===== src/rtl/if_fetch_stage_pkg.sv =====
// Shared constants and state encoding for the IF stage.
package if_fetch_stage_pkg;
  localparam int IF_INSTR_WIDTH = 32;
  localparam logic [IF_INSTR_WIDTH-1:0] IF_RESET_PC = 32'h0000_0000;

  typedef enum logic [1:0] {
    IF_IDLE  = 2'd0,
    IF_FETCH = 2'd1,
    IF_HOLD  = 2'd2,
    IF_DROP  = 2'd3
  } if_state_e;
endpackage


===== src/rtl/if_fetch_stage_if_id_reg.sv =====
// IF/ID pipeline register: flush invalidates, stall holds, otherwise loads an
// instruction or a bubble (bubble keeps the old PC/instr fields).
module if_fetch_stage_if_id_reg #(
  parameter int W = 32
) (
  input  logic         clk,
  input  logic         rst,
  input  logic         flush,
  input  logic         stall,
  input  logic         load_valid,
  input  logic [W-1:0] load_pc,
  input  logic [W-1:0] load_instr,
  output logic         id_valid,
  output logic [W-1:0] id_pc,
  output logic [W-1:0] id_instr
);
  logic         valid_q, valid_d;
  logic [W-1:0] pc_q, pc_d;
  logic [W-1:0] instr_q, instr_d;

  always_comb begin
    valid_d = valid_q;
    pc_d    = pc_q;
    instr_d = instr_q;
    if (flush) begin
      valid_d = 1'b0;
    end else if (!stall) begin
      valid_d = load_valid;
      if (load_valid) begin
        pc_d    = load_pc;
        instr_d = load_instr;
      end
    end
  end

  always_ff @(posedge clk) begin
    if (rst) begin
      valid_q <= 1'b0;
      pc_q    <= '0;
      instr_q <= '0;
    end else begin
      valid_q <= valid_d;
      pc_q    <= pc_d;
      instr_q <= instr_d;
    end
  end

  assign id_valid = valid_q;
  assign id_pc    = pc_q;
  assign id_instr = instr_q;
endmodule


===== src/rtl/if_fetch_stage.sv =====
// Instruction fetch stage: PC register, imem req/ack handshake, one-entry
// stall buffer and the IF/ID register.
module if_fetch_stage
  import if_fetch_stage_pkg::*;
#(
  parameter int INSTR_WIDTH = IF_INSTR_WIDTH,
  parameter logic [INSTR_WIDTH-1:0] RESET_PC = IF_RESET_PC
) (
  input  logic                   clk,
  input  logic                   rst,
  input  logic [INSTR_WIDTH-1:0] W_next_pc,
  input  logic                   W_stall,
  input  logic                   W_flush,
  input  logic [INSTR_WIDTH-1:0] W_flush_pc,
  output logic                   W_imem_req,
  output logic [INSTR_WIDTH-1:0] W_imem_addr,
  input  logic                   W_imem_ack,
  input  logic [INSTR_WIDTH-1:0] W_imem_rdata,
  output logic [INSTR_WIDTH-1:0] W_pc,
  output logic [INSTR_WIDTH-1:0] W_ID_PC,
  output logic [INSTR_WIDTH-1:0] W_ID_instr,
  output logic                   W_ID_valid
);
  if_state_e              state_q, state_d;
  logic [INSTR_WIDTH-1:0] pc_q, pc_d;
  logic [INSTR_WIDTH-1:0] drop_addr_q, drop_addr_d;
  logic [INSTR_WIDTH-1:0] buf_q, buf_d;
  logic                   id_load_valid;
  logic [INSTR_WIDTH-1:0] id_load_instr;

  always_comb begin
    state_d       = state_q;
    pc_d          = pc_q;
    drop_addr_d   = drop_addr_q;
    buf_d         = buf_q;
    id_load_valid = 1'b0;
    id_load_instr = W_imem_rdata;
    W_imem_req    = 1'b0;
    W_imem_addr   = pc_q;
    case (state_q)
      IF_IDLE: begin
        state_d = IF_FETCH;
        if (W_flush) pc_d = W_flush_pc;
      end
      IF_FETCH: begin
        W_imem_req = 1'b1;
        if (W_flush) begin
          pc_d = W_flush_pc;
          // The abandoned request must still complete before refetching.
          if (!W_imem_ack) begin
            drop_addr_d = pc_q;
            state_d     = IF_DROP;
          end
        end else if (W_imem_ack) begin
          if (W_stall) begin
            buf_d   = W_imem_rdata;
            state_d = IF_HOLD;
          end else begin
            id_load_valid = 1'b1;
            pc_d          = W_next_pc;
          end
        end
      end
      IF_HOLD: begin
        if (W_flush) begin
          pc_d    = W_flush_pc;
          buf_d   = '0;
          state_d = IF_FETCH;
        end else if (!W_stall) begin
          id_load_valid = 1'b1;
          id_load_instr = buf_q;
          pc_d          = W_next_pc;
          state_d       = IF_FETCH;
        end
      end
      IF_DROP: begin
        W_imem_req  = 1'b1;
        W_imem_addr = drop_addr_q;
        if (W_flush) pc_d = W_flush_pc;
        if (W_imem_ack) state_d = IF_FETCH;
      end
      default: state_d = IF_IDLE;
    endcase
  end

  always_ff @(posedge clk) begin
    if (rst) begin
      state_q     <= IF_IDLE;
      pc_q        <= RESET_PC;
      drop_addr_q <= '0;
      buf_q       <= '0;
    end else begin
      state_q     <= state_d;
      pc_q        <= pc_d;
      drop_addr_q <= drop_addr_d;
      buf_q       <= buf_d;
    end
  end

  assign W_pc = pc_q;

  if_fetch_stage_if_id_reg #(.W(INSTR_WIDTH)) u_if_id (
    .clk        (clk),
    .rst        (rst),
    .flush      (W_flush),
    .stall      (W_stall),
    .load_valid (id_load_valid),
    .load_pc    (pc_q),
    .load_instr (id_load_instr),
    .id_valid   (W_ID_valid),
    .id_pc      (W_ID_PC),
    .id_instr   (W_ID_instr)
  );
endmodule


===== config.mk =====
export PLATFORM = sky130hd
export DESIGN_NAME = if_fetch_stage
export DESIGN_NICKNAME = d
export VERILOG_FILES = /design/src/rtl/if_fetch_stage_pkg.sv /design/src/rtl/if_fetch_stage_if_id_reg.sv /design/src/rtl/if_fetch_stage.sv
export SDC_FILE = /design/constraint.sdc
export NUM_CORES = 1
export LEC_CHECK = 0
export ABC_AREA = 0
export CAP_MARGIN = 20
export CORE_MARGIN = 2
export CORE_UTILIZATION = 49
export CTS_BUF_LIST = sky130_fd_sc_hd__clkbuf_8 sky130_fd_sc_hd__clkbuf_16
export DETAILED_ROUTE_END_ITERATION = 7
export PLACE_DENSITY = 0.82
export SYNTH_ARGS = -nofsm -noshare
export SYNTH_HDL_FRONTEND = slang
export SYNTH_SLANG_ARGS = --single-unit

===== constraint.sdc =====
create_clock -name clk -period 4.1 [get_ports clk]
set_input_delay 0.615 -clock clk [delete_from_list [all_inputs] [get_ports clk]]
set_output_delay 0.615 -clock clk [all_outputs]
set_load 0.01 [all_outputs]

-- Word level (Yosys, flattened, before mapping)
Index checks and enable logic that the tools add are counted.
Widths: inputs -> output; s select.
- eq/ne operators: 13
- mux-type cells: 27
- bitwise logic cells: 3
- reduce and logical (&&, ||, !) cells: 10
- operators by type and width (kind ; number):
    $mux 32 ; 11
    $pmux 32 s3 ; 1
    $pmux 32 s2 ; 1
    $mux 2 ; 7
    $ne 3x3->1 const B ; 4
    $ne 2x2->1 const B ; 5
    $reduce_and 5->1 ; 2
    $pmux 2 s4 ; 1
    $reduce_and 3->1 ; 2
    $reduce_or 2->1 ; 3
    $mux 1 ; 5
    $eq 2x2->1 const B ; 2
    $not 1->1 ; 3
    $eq 2x1->1 const B ; 1
    $logic_not 2->1 ; 1
    $ne 2x1->1 const B ; 1
    $pmux 1 s2 ; 1
    $reduce_and 2->1 ; 1
    $reduce_bool 2->1 ; 1
- register bits after elaboration: 163
- input bits: 101
- output and inout bits: 130
- word-level logic and storage cells: 60

-- Longest topological paths before layout
Gate-level depths: netlist of the first run.
- word-level depth: 5
- gate-level depth with buffers: 8
- gate-level depth less buffers: 6

-- By module
A second synthesis of the first run with hierarchy kept.
- cells, all modules: 790
- area, all modules: 7693.6 sq um
- by module, submodules not included (module ; times used ; cells an instance ; area each (sq um)):
    if_fetch_stage ; 1 ; 509 ; 4737.0
    if_fetch_stage_if_id_reg ; 1 ; 281 ; 2956.6

-- Least setup slack after synthesis of the first run
No wires, ideal clock.
- path kind: register to output
- from: reg state_q[0]
- to: out W_imem_addr[13]
- arrival time: 1.489 ns
- required time: 3.485 ns
- setup slack: 1.996 ns
- cell stages (with the launch flop): 5
- cell sequence: dfxtp_1 -> ha_1 -> clkbuf_1 -> clkbuf_1 -> mux2_2
- cells in the longest elaborated chain, start to end: 2
- ends and longest elaborated chain (element ; line ; text):
    start: declaration ; if_fetch_stage.sv:24 ; if_state_e state_q, state_d;
    start signal: assignment ; if_fetch_stage.sv:93 ; state_q <= state_d;
    $eq 2x2->1 ; if_fetch_stage.sv:40 ; case (state_q)
    $mux 32 ; if_fetch_stage.sv:40 ;
    end: declaration ; if_fetch_stage.sv:16 ; output logic [INSTR_WIDTH-1:0] W_imem_addr,
No other way between the ends.

-- Worst setup path in the final report of the first run
- from: reg state_q[0]
- to: out W_imem_addr[24]
Same word-level chain as after synthesis.

==> results of run 1 <==
==> critical path, delay by kind of cell (launching register included) <==
family | cells | cell delay, ps
muxes | 1 | 410
DFF | 1 | 410
buffers and inverters | 1 | 510
adders and majority gates | 1 | 760
==> registers in the layout, indices dropped and copies added, names as in the netlist <==
name,flops
W_pc,32
buf_q,32
drop_addr_q,32
state_q,2
u_if_id.id_instr,32
u_if_id.id_pc,32
u_if_id.id_valid,1
==> cells in the final DEF (no fill, tap or decap), types with 11 or more instances in the layout <==
cell             Yosys  layout
a211oi_1            32      32
a21oi_1            100     100
a311oi_1            33      33
buf_4                0      11
clkbuf_16            0      17
clkdlybuf4s50_1      0     229
dfxtp_1            163     163
mux2_2              32      32
mux2i_1             32      32
nand2_1            195     195
nand3b_1            32      32
nor2_1              66      64
o21ai_0             32      32
==> metrics by stage <==
stage | util [%] | power, W
finish | 70.8 | 0.00405
floorplan | - | 0.00216
global route | 70.8 | 0.00420
CTS | 70.8 | 0.00407
detailed placement | 66.6 | 0.00255
global placement | 66.6 | 0.00254
==> cell families after synthesis <==
family	count (synthesis)	synth area share, %
buffers and inverters	79	5.00
adder cells (fa/ha/maj)	4	0.724
flip-flops	163	47.2
AND/OR/NAND/NOR	306	19.2
multiplexers	64	9.85
AO/OA/AOI/OAI	201	18.1
==> routing by layer <==
layer,part of all wire (%),vias to the layer above
met4,3.0,0
met2,48,212
li1,-,3199
met1,42,3018
met5,0,-
met3,7.5,37
==> final cells by class <==
class	instances	area (um^2)
clock buffers	20	467
multi-input cells	575	3310
inverters	4	15.0
fillers	1120	4040
clock inverters	12	108
repair buffers	241	2390
flip-flops and latches	163	3260
well taps	180	225
==> worst paths after layout <==
kind / from / to / cells after the start
min: drop_addr_q[24] / drop_addr_q[24] / 2
min reg2reg: drop_addr_q[24] / drop_addr_q[24] / 2
max: state_q[0] / W_imem_addr[24] / 3
max reg2reg: state_q[0] / u_if_id.id_instr[21] / 7
==> power breakdown <==
| group | switching, W | internal [W] | leakage [nW] | total, W |
|---|---|---|---|---|
| Clock | 0.000648 | 0.000882 | 0.278 | 0.00153 |
| Sequential | 0.0000821 | 0.00167 | 1.32 | 0.00175 |
| Combinational | 0.000374 | 0.000397 | 1.67 | 0.000770 |
| Total | 0.00110 | 0.00294 | 3.27 | 0.00405 |
==> results.json, run 1 <==
{
  "status": "completed",
  "worst_pin_slew_ps": 868,
  "avgSynthCellArea_um2": 8.46,
  "drt_iter0_drc": 486,
  "htreeDepth": 4,
  "max_freq_mhz": 317,
  "syn_area_um2": 6910,
  "p_leak_nw": 3.27,
  "grt_pass1_vias": 5855,
  "placed_area_um2": 9210,
  "grt_first_pass_wirelength_um": 30200,
  "tritoncts": "done",
  "diodes": 0,
  "grt_use_total_pct": 25.6,
  "arrival_ps": 2540,
  "period_share_pct": 77.0,
  "synth-seq-area-share_pct": 47.2,
  "slew_viol_final": 0,
  "initial_utilization_pct": 50.0,
  "fin_setup_tns_ps": 0,
  "avgViaCountPerCell": 5.41,
  "nNetsFinal": 1107,
  "synth_ff_type": "dfxtp_1",
  "p_per_area_nw_per_um2": 414,
  "crit_slowest_cell": "ha_2",
  "die_h_um": 123,
  "antenna_left": 0,
  "row_count": 43,
  "core_um2": 13800,
  "drc_errors": 0,
  "ys_types": 27,
  "synth_nets": 922,
  "synth_edf_count": 0,
  "met3_usage_pct": 6.69,
  "cp_cell_sequence": "ha_2 -> mux2_2 -> clkdlybuf4s50_1",
  "vias": 6466,
  "clock-skew-final_ps": 6.77,
  "syn_to_final_growth_pct": 41.6,
  "hold_path.class": "flop to flop",
  "ir_drop_mv": 0.273,
  "synth-async-reset-ratio_pct": 0,
  "portBuffers": 230,
  "grt_overflow": 0,
  "setup_viol": 0,
  "wl_um": 19800,
  "end_kind": "primary output",
  "hold_viol_final": 0,
  "post_route_cells_drive_above_1_share_pct": 8.57,
  "dieArea_um2": 15100,
  "wire_per_inst_um": 16.6,
  "cts_setup_buffers": 0,
  "setup_slack_ps": 943,
  "dp_cells": 1163,
  "top_usage_layer": "met2",
  "clock_sinks": 163,
  "grt_use_met1_pct": 32.7,
  "use_met2_pct": 40.7,
  "die_w_um": 123,
  "cts.hold.buffers_added": 0,
  "place_hpwl_um": 13000,
  "max_stage_delay_ps": 760,
  "critPathMaxFanout": 34,
  "insertion_delay_ps": 420,
  "gp_congestion": 0.815,
  "grt_antenna_before_repair": 0,
  "path_clk_slew_ps": 60,
  "grt_max_degree": 84,
  "root_buffer": "clkbuf_16",
  "syn_inst": 817,
  "ff2ff_setup_slack_ps": 1560,
  "yosys.area.top_type": "dfxtp_1",
  "fin_area_um2": 9780,
  "pre_cts_slack_ps": 1290,
  "ys_ff_latch": 163,
  "cts.path.max_buffers": 2,
  "synth_commonest_cells": "195 x nand2_1, 163 x dfxtp_1, 100 x a21oi_1",
  "synth_top_area_share_pct": 47.2,
  "cts_resized": 0,
  "crit_path_start_kind": "flop",
  "ys_top_cells_by_area": "dfxtp_1 47%, nand2_1 11%, a21oi_1 7.2%",
  "drtPass1Iterations": 5,
  "synth_most_common_cell": "nand2_1",
  "rsz0062_at_grt": "no",
  "period_needed_ps": 3160,
  "relSlewSlack_pct": 42.1,
  "drv_cap": 0,
  "stdcell_count": 1195,
  "crit_type": "flop to primary output",
  "ys_warn_count": 0,
  "numCtsBuffers": 17,
  "io-pin-count": 231,
  "hold_ws_ps": 453,
  "critPathRequiredTime_ps": 3480
}
Power figures use the tool's default switching activity.
==> run 2, diff against run 1 <==
--- a/config.mk
+++ b/config.mk
@@ -8,10 +8,10 @@
 export ABC_AREA = 0
 export CAP_MARGIN = 20
 export CORE_MARGIN = 2
-export CORE_UTILIZATION = 49
+export CORE_UTILIZATION = 41
 export CTS_BUF_LIST = sky130_fd_sc_hd__clkbuf_8 sky130_fd_sc_hd__clkbuf_16
 export DETAILED_ROUTE_END_ITERATION = 7
-export PLACE_DENSITY = 0.82
+export PLACE_DENSITY = 0.73
 export SYNTH_ARGS = -nofsm -noshare
 export SYNTH_HDL_FRONTEND = slang
 export SYNTH_SLANG_ARGS = --single-unit
==> constraint.sdc (replaced) <==
create_clock -name clk -period 2.56 [get_ports clk]
set_input_delay 0.384 -clock clk [delete_from_list [all_inputs] [get_ports clk]]
set_output_delay 0.384 -clock clk [all_outputs]
set_load 0.01 [all_outputs]
==> run 2 against run 1 <==
Against the previous run: clock skew rose by 2.1 ps; clock-buffer cell count unchanged; sequential power is 61% higher; utilization is 9.9 points lower; first-iteration DRC count down 15%; clock power increased by 58%; critical endpoint is now W_imem_addr[26]; largest power group unchanged.
==> results.json, run 2 (synthesis gave the netlist of run 1 again) <==
{
  "status": "completed",
  "relSlewSlack_pct": 51.9,
  "drt_iter0_drc": 411,
  "critPathBufInv": 2,
  "path_clk_slew_ps": 60,
  "diodes": 0,
  "arrival_ps": 2110,
  "grt_overflow": 0,
  "period_share_pct": 97.6,
  "rsz0062_at_grt": "no",
  "dieArea_um2": 17900,
  "drv_cap": 0,
  "place_hpwl_um": 13600,
  "crit_family": "buffers and inverters",
  "core_um2": 16500,
  "wl_um": 20500,
  "grt_max_degree": 69,
  "drtPass1Iterations": 5,
  "worst_pin_slew_ps": 721,
  "cts.path.max_buffers": 2,
  "numCtsBuffers": 17,
  "nNetsFinal": 1116,
  "tritoncts": "done",
  "row_count": 47,
  "insertion_delay_ps": 420,
  "crit_slowest_cell": "clkdlybuf4s50_1",
  "power_w": 0.00650,
  "fin_area_um2": 10100,
  "cts.hold.buffers_added": 0,
  "grt_use_total_pct": 22.5,
  "period_needed_ps": 2500,
  "fin_setup_tns_ps": 0,
  "die_w_um": 134,
  "critPathRequiredTime_ps": 2180,
  "clock-skew-final_ps": 8.88,
  "hold_path.class": "flop to flop",
  "hold_viol_final": 0,
  "htreeDepth": 4,
  "max_stage_delay_ps": 480,
  "antenna_left": 0,
  "io-pin-count": 231,
  "cp_cell_sequence": "ha_4 -> bufbuf_16 -> mux2_2 -> clkdlybuf4s50_1",
  "wire_per_inst_um": 16.5,
  "p_leak_nw": 3.46,
  "hold_start": "drop_addr_q[27]",
  "slew_viol_final": 0,
  "die_h_um": 134,
  "ir_drop_mv": 0.482,
  "reg2reg_from": "state_q[0]",
  "gp_congestion": 0.817,
  "crit_type": "flop to primary output",
  "clock_sinks": 163,
  "grt_antenna_before_repair": 0,
  "vias": 6454,
  "p_per_area_nw_per_um2": 646,
  "setup_viol": 0,
  "avgViaCountPerCell": 5.19,
  "initial_utilization_pct": 41.8,
  "placed_area_um2": 9430,
  "syn_to_final_growth_pct": 45.5,
  "root_buffer": "clkbuf_16",
  "layout_commonest_cell": "clkdlybuf4s50_1",
  "drc_errors": 0,
  "final_cell_mix": "222 x clkdlybuf4s50_1, 195 x nand2_1, 161 x dfxtp_1",
  "grt_first_pass_wirelength_um": 31900,
  "max_freq_mhz": 400,
  "portBuffers": 230,
  "critPathMaxFanout": 16,
  "crit_path_start_kind": "flop",
  "post_route_cells_drive_above_1_share_pct": 9.08,
  "grt_pass1_vias": 6052,
  "crit_start": "state_q[0]",
  "end_kind": "primary output"
}
## run 2: cell count changes in the layout (fill, tap and decap cells not counted), moves of 3 or more
cell             previous run  this run
buf_12                      1        10
clkinv_2                    4         1
inv_1                       4         9
clkdlybuf4s50_1           229       222
dlymetal6s2s_1              0         6
## run 2: worst register-to-register path, stage by stage, from the launching register on
cell	delay [ps]
dfxtp_4	380
inv_1	50
ha_2	400
or4_1	600
buf_12	210
nand2_1	90
a21oi_1	60
## run 2: final cells by class
cell class,count,area (um^2)
Inverter,4,15.0
Timing Repair Buffer,250,2610
Sequential cell,163,3270
Fill cell,1458,6470
Clock inverter,12,93.8
Clock buffer,20,467
Multi-Input combinational cell,575,3320
Tap cell,220,275
## run 2: final timing paths
kind / end / slack (ps) / cells after the start
setup reg to reg: u_if_id.id_pc[3] / 610 / 6
hold / removal: drop_addr_q[27] / 450 / 2
setup / recovery: W_imem_addr[26] / 60 / 4
hold reg to reg: drop_addr_q[27] / 450 / 2
## run 2: power breakdown
part | internal [W] | switching (W)
logic | 0.000673 | 0.000608
clock network | 0.00140 | 0.00101
registers | 0.00267 | 0.000138
## run 2: metal layers
layer / vias to the layer above / part of all wire (%) / GRT usage (%)
li1: 3224 / - / -
met1: 3005 / 43 / 28.0
met2: 204 / 49 / 37.3
met3: 21 / 7.2 / 6.84
met4: 0 / 1.7 / 7.57
met5: - / 0 / 0
## run 2: per-stage QoR
step | cells | utilization, % | hold WS [ps] | setup WS (ps)
2_1_floorplan | 817 | - | 433 | 687
3_3_place_gp | 1211 | 57.1 | 438 | 279
3_5_place_dp | 1211 | 57.1 | 444 | 248
4_1_cts | 1244 | 60.7 | 453 | 0.353
5_1_grt | 1244 | 60.9 | 470 | 0.939
6_report | 1244 | 60.9 | 451 | 61.2
## run 2: repair_timing
action / CTS / global route
buffers inserted: 0 / 0
endpoints found under the setup margin: 31 / 13
gates resized for setup: 5 / 8
cloned: 1 / 0
pin swaps: 0 / 0
==> run 3, diff against run 2 <==
--- a/config.mk
+++ b/config.mk
@@ -6,12 +6,12 @@
 export NUM_CORES = 1
 export LEC_CHECK = 0
 export ABC_AREA = 0
-export CAP_MARGIN = 20
 export CORE_MARGIN = 2
 export CORE_UTILIZATION = 41
 export CTS_BUF_LIST = sky130_fd_sc_hd__clkbuf_8 sky130_fd_sc_hd__clkbuf_16
 export DETAILED_ROUTE_END_ITERATION = 7
-export PLACE_DENSITY = 0.73
+export GPL_TIMING_DRIVEN = 0
+export PLACE_DENSITY = 0.77
 export SYNTH_ARGS = -nofsm -noshare
 export SYNTH_HDL_FRONTEND = slang
 export SYNTH_SLANG_ARGS = --single-unit
==> run 3 against run 2 <==
Against the previous run: combinational power hardly changed; total power is 5.8% higher; global-route usage is 2.2 points higher; sequential power hardly changed; worst hold slack worse by 70 ps; register-to-register slack worse by 390 ps; cell count is 3.9% higher.
==> results.json, run 3 (synthesis gave the netlist of run 1 again) <==
{
  "end_kind": "primary output",
  "final.fill_count": 1450,
  "grt_antenna_before_repair": 0,
  "relSlewSlack_pct": 54.6,
  "grt_first_pass_wirelength_um": 34700,
  "multi_input_area_um2": 3310,
  "reg2reg_depth": 7,
  "status": "completed",
  "drt_iter0_drc": 303,
  "setup_viol": 0,
  "syn_to_final_growth_pct": 46.7,
  "gp_congestion": 0.870,
  "wl_um": 22500,
  "die_h_um": 134,
  "core_um2": 16500,
  "portBuffers": 227,
  "p_int_w": 0.00509,
  "worst_pin_slew_ps": 680,
  "pre_cts_slack_ps": -201,
  "p_leak_nw": 3.45,
  "grt_max_degree": 17,
  "pwr-share-seq_pct": 40.9,
  "utilization_pct": 61.3,
  "period_share_pct": 96.8,
  "initial_utilization_pct": 41.8,
  "io-pin-count": 231,
  "post_route_cells_drive_above_1_share_pct": 10.1,
  "row_count": 47,
  "setup_slack_ps": 82.5,
  "switching_share_pct": 26.0,
  "htreeDepth": 4,
  "p_per_area_nw_per_um2": 678,
  "die_w_um": 134,
  "grt_overflow": 0,
  "fin_setup_tns_ps": 0,
  "clock-skew-final_ps": 5.92,
  "antenna_left": 0,
  "clock_sinks": 163,
  "max_freq_mhz": 404,
  "power.switching_w": 0.00178,
  "cts.path.max_buffers": 2,
  "vias": 6768,
  "cts_setup_buffers": 0,
  "path_clk_slew_ps": 60,
  "avgViaCountPerCell": 5.23,
  "drc_errors": 0,
  "nNetsFinal": 1167,
  "dp_cells": 1264,
  "min_path_cells": 3,
  "cts.hold.buffers_added": 0,
  "slew_viol_final": 0,
  "ir_drop_mv": 0.459,
  "insertion_delay_ps": 420,
  "arrival_ps": 2090,
  "tritoncts": "done",
  "diodes": 0,
  "place_hpwl_um": 16300,
  "root_buffer": "clkbuf_16",
  "grt_use_total_pct": 24.7,
  "crit_type": "flop to primary output",
  "final_cell_mix": "227 x clkdlybuf4s50_1, 195 x nand2_1, 161 x dfxtp_1",
  "drtPass1Iterations": 5,
  "wire_per_inst_um": 17.4,
  "stdcell_count": 1293,
  "grt_pass1_vias": 6384,
  "numCtsBuffers": 17,
  "period_needed_ps": 2480,
  "hold_viol_final": 0,
  "drv_cap": 0,
  "dieArea_um2": 17900,
  "power_w": 0.00687,
  "p_comb_share_pct": 18.8,
  "critPathMaxFanout": 10,
  "p_clk_share_pct": 40.4,
  "critPathRequiredTime_ps": 2180,
  "hold_path.class": "input port to flop",
  "crit_path_start_kind": "flop",
  "regArea_um2": 3270,
  "rsz0062_at_grt": "no",
  "layout_commonest_cell": "clkdlybuf4s50_1"
}
run 3: final cells by class:
class / instances / share of cell area, %
clock inverter: 11 / 1.83
tap: 220 / 2.72
clock buffer: 19 / 4.47
timing repair buffer: 227 / 22.4
sequential: 163 / 32.2
buffer: 74 / 3.52
inverter: 4 / 0.148
multi-input combinational: 575 / 32.7
run 3: worst max-delay path, stage by stage (launching register included):
cell and delay [ps]:
dfxtp_2 390, ha_4 220, clkbuf_8 200, mux2_2 340
clkdlybuf4s50_1 520
run 3: power groups by stage:
stage / combinational (W) / clock (W) / sequential (W)
global route: 0.00138 / 0.00293 / 0.00282
global placement: 0.00127 / 0 / 0.00286
floorplan: 0.000599 / 0 / 0.00285
finish: 0.00129 / 0.00277 / 0.00281
detailed placement: 0.00128 / 0 / 0.00286
CTS: 0.00129 / 0.00279 / 0.00281
run 3: worst paths after layout:
check	startpoint	to	slack, ps
setup / recovery	state_q[0]	W_imem_addr[19]	80
hold reg to reg	drop_addr_q[25]	drop_addr_q[25]	450
setup reg to reg	state_q[0]	u_if_id.id_instr[27]	220
hold / removal	W_stall	u_if_id.id_valid	380
run 3: repair_timing:
item	CTS	global route
setup endpoints to repair	33	25
pin swaps	0	0
gates resized for setup	12	1
run 3: routing by layer:
layer / vias up / GRT usage (%) / wire length (um)
met4: 0 / 7.33 / 359
li1: 3312 / - / -
met2: 256 / 42.1 / 11100
met1: 3176 / 30.7 / 9190
met3: 24 / 6.58 / 1840
met5: - / 0 / 0
run 3: per-stage QoR:
stage | instance area, um^2 | hold slack, ps
2_1_floorplan | 6910 | 433
3_3_place_gp | 9460 | 438
3_5_place_dp | 9460 | 443
4_1_cts | 10100 | 370
5_1_grt | 10100 | 411
6_report | 10100 | 382
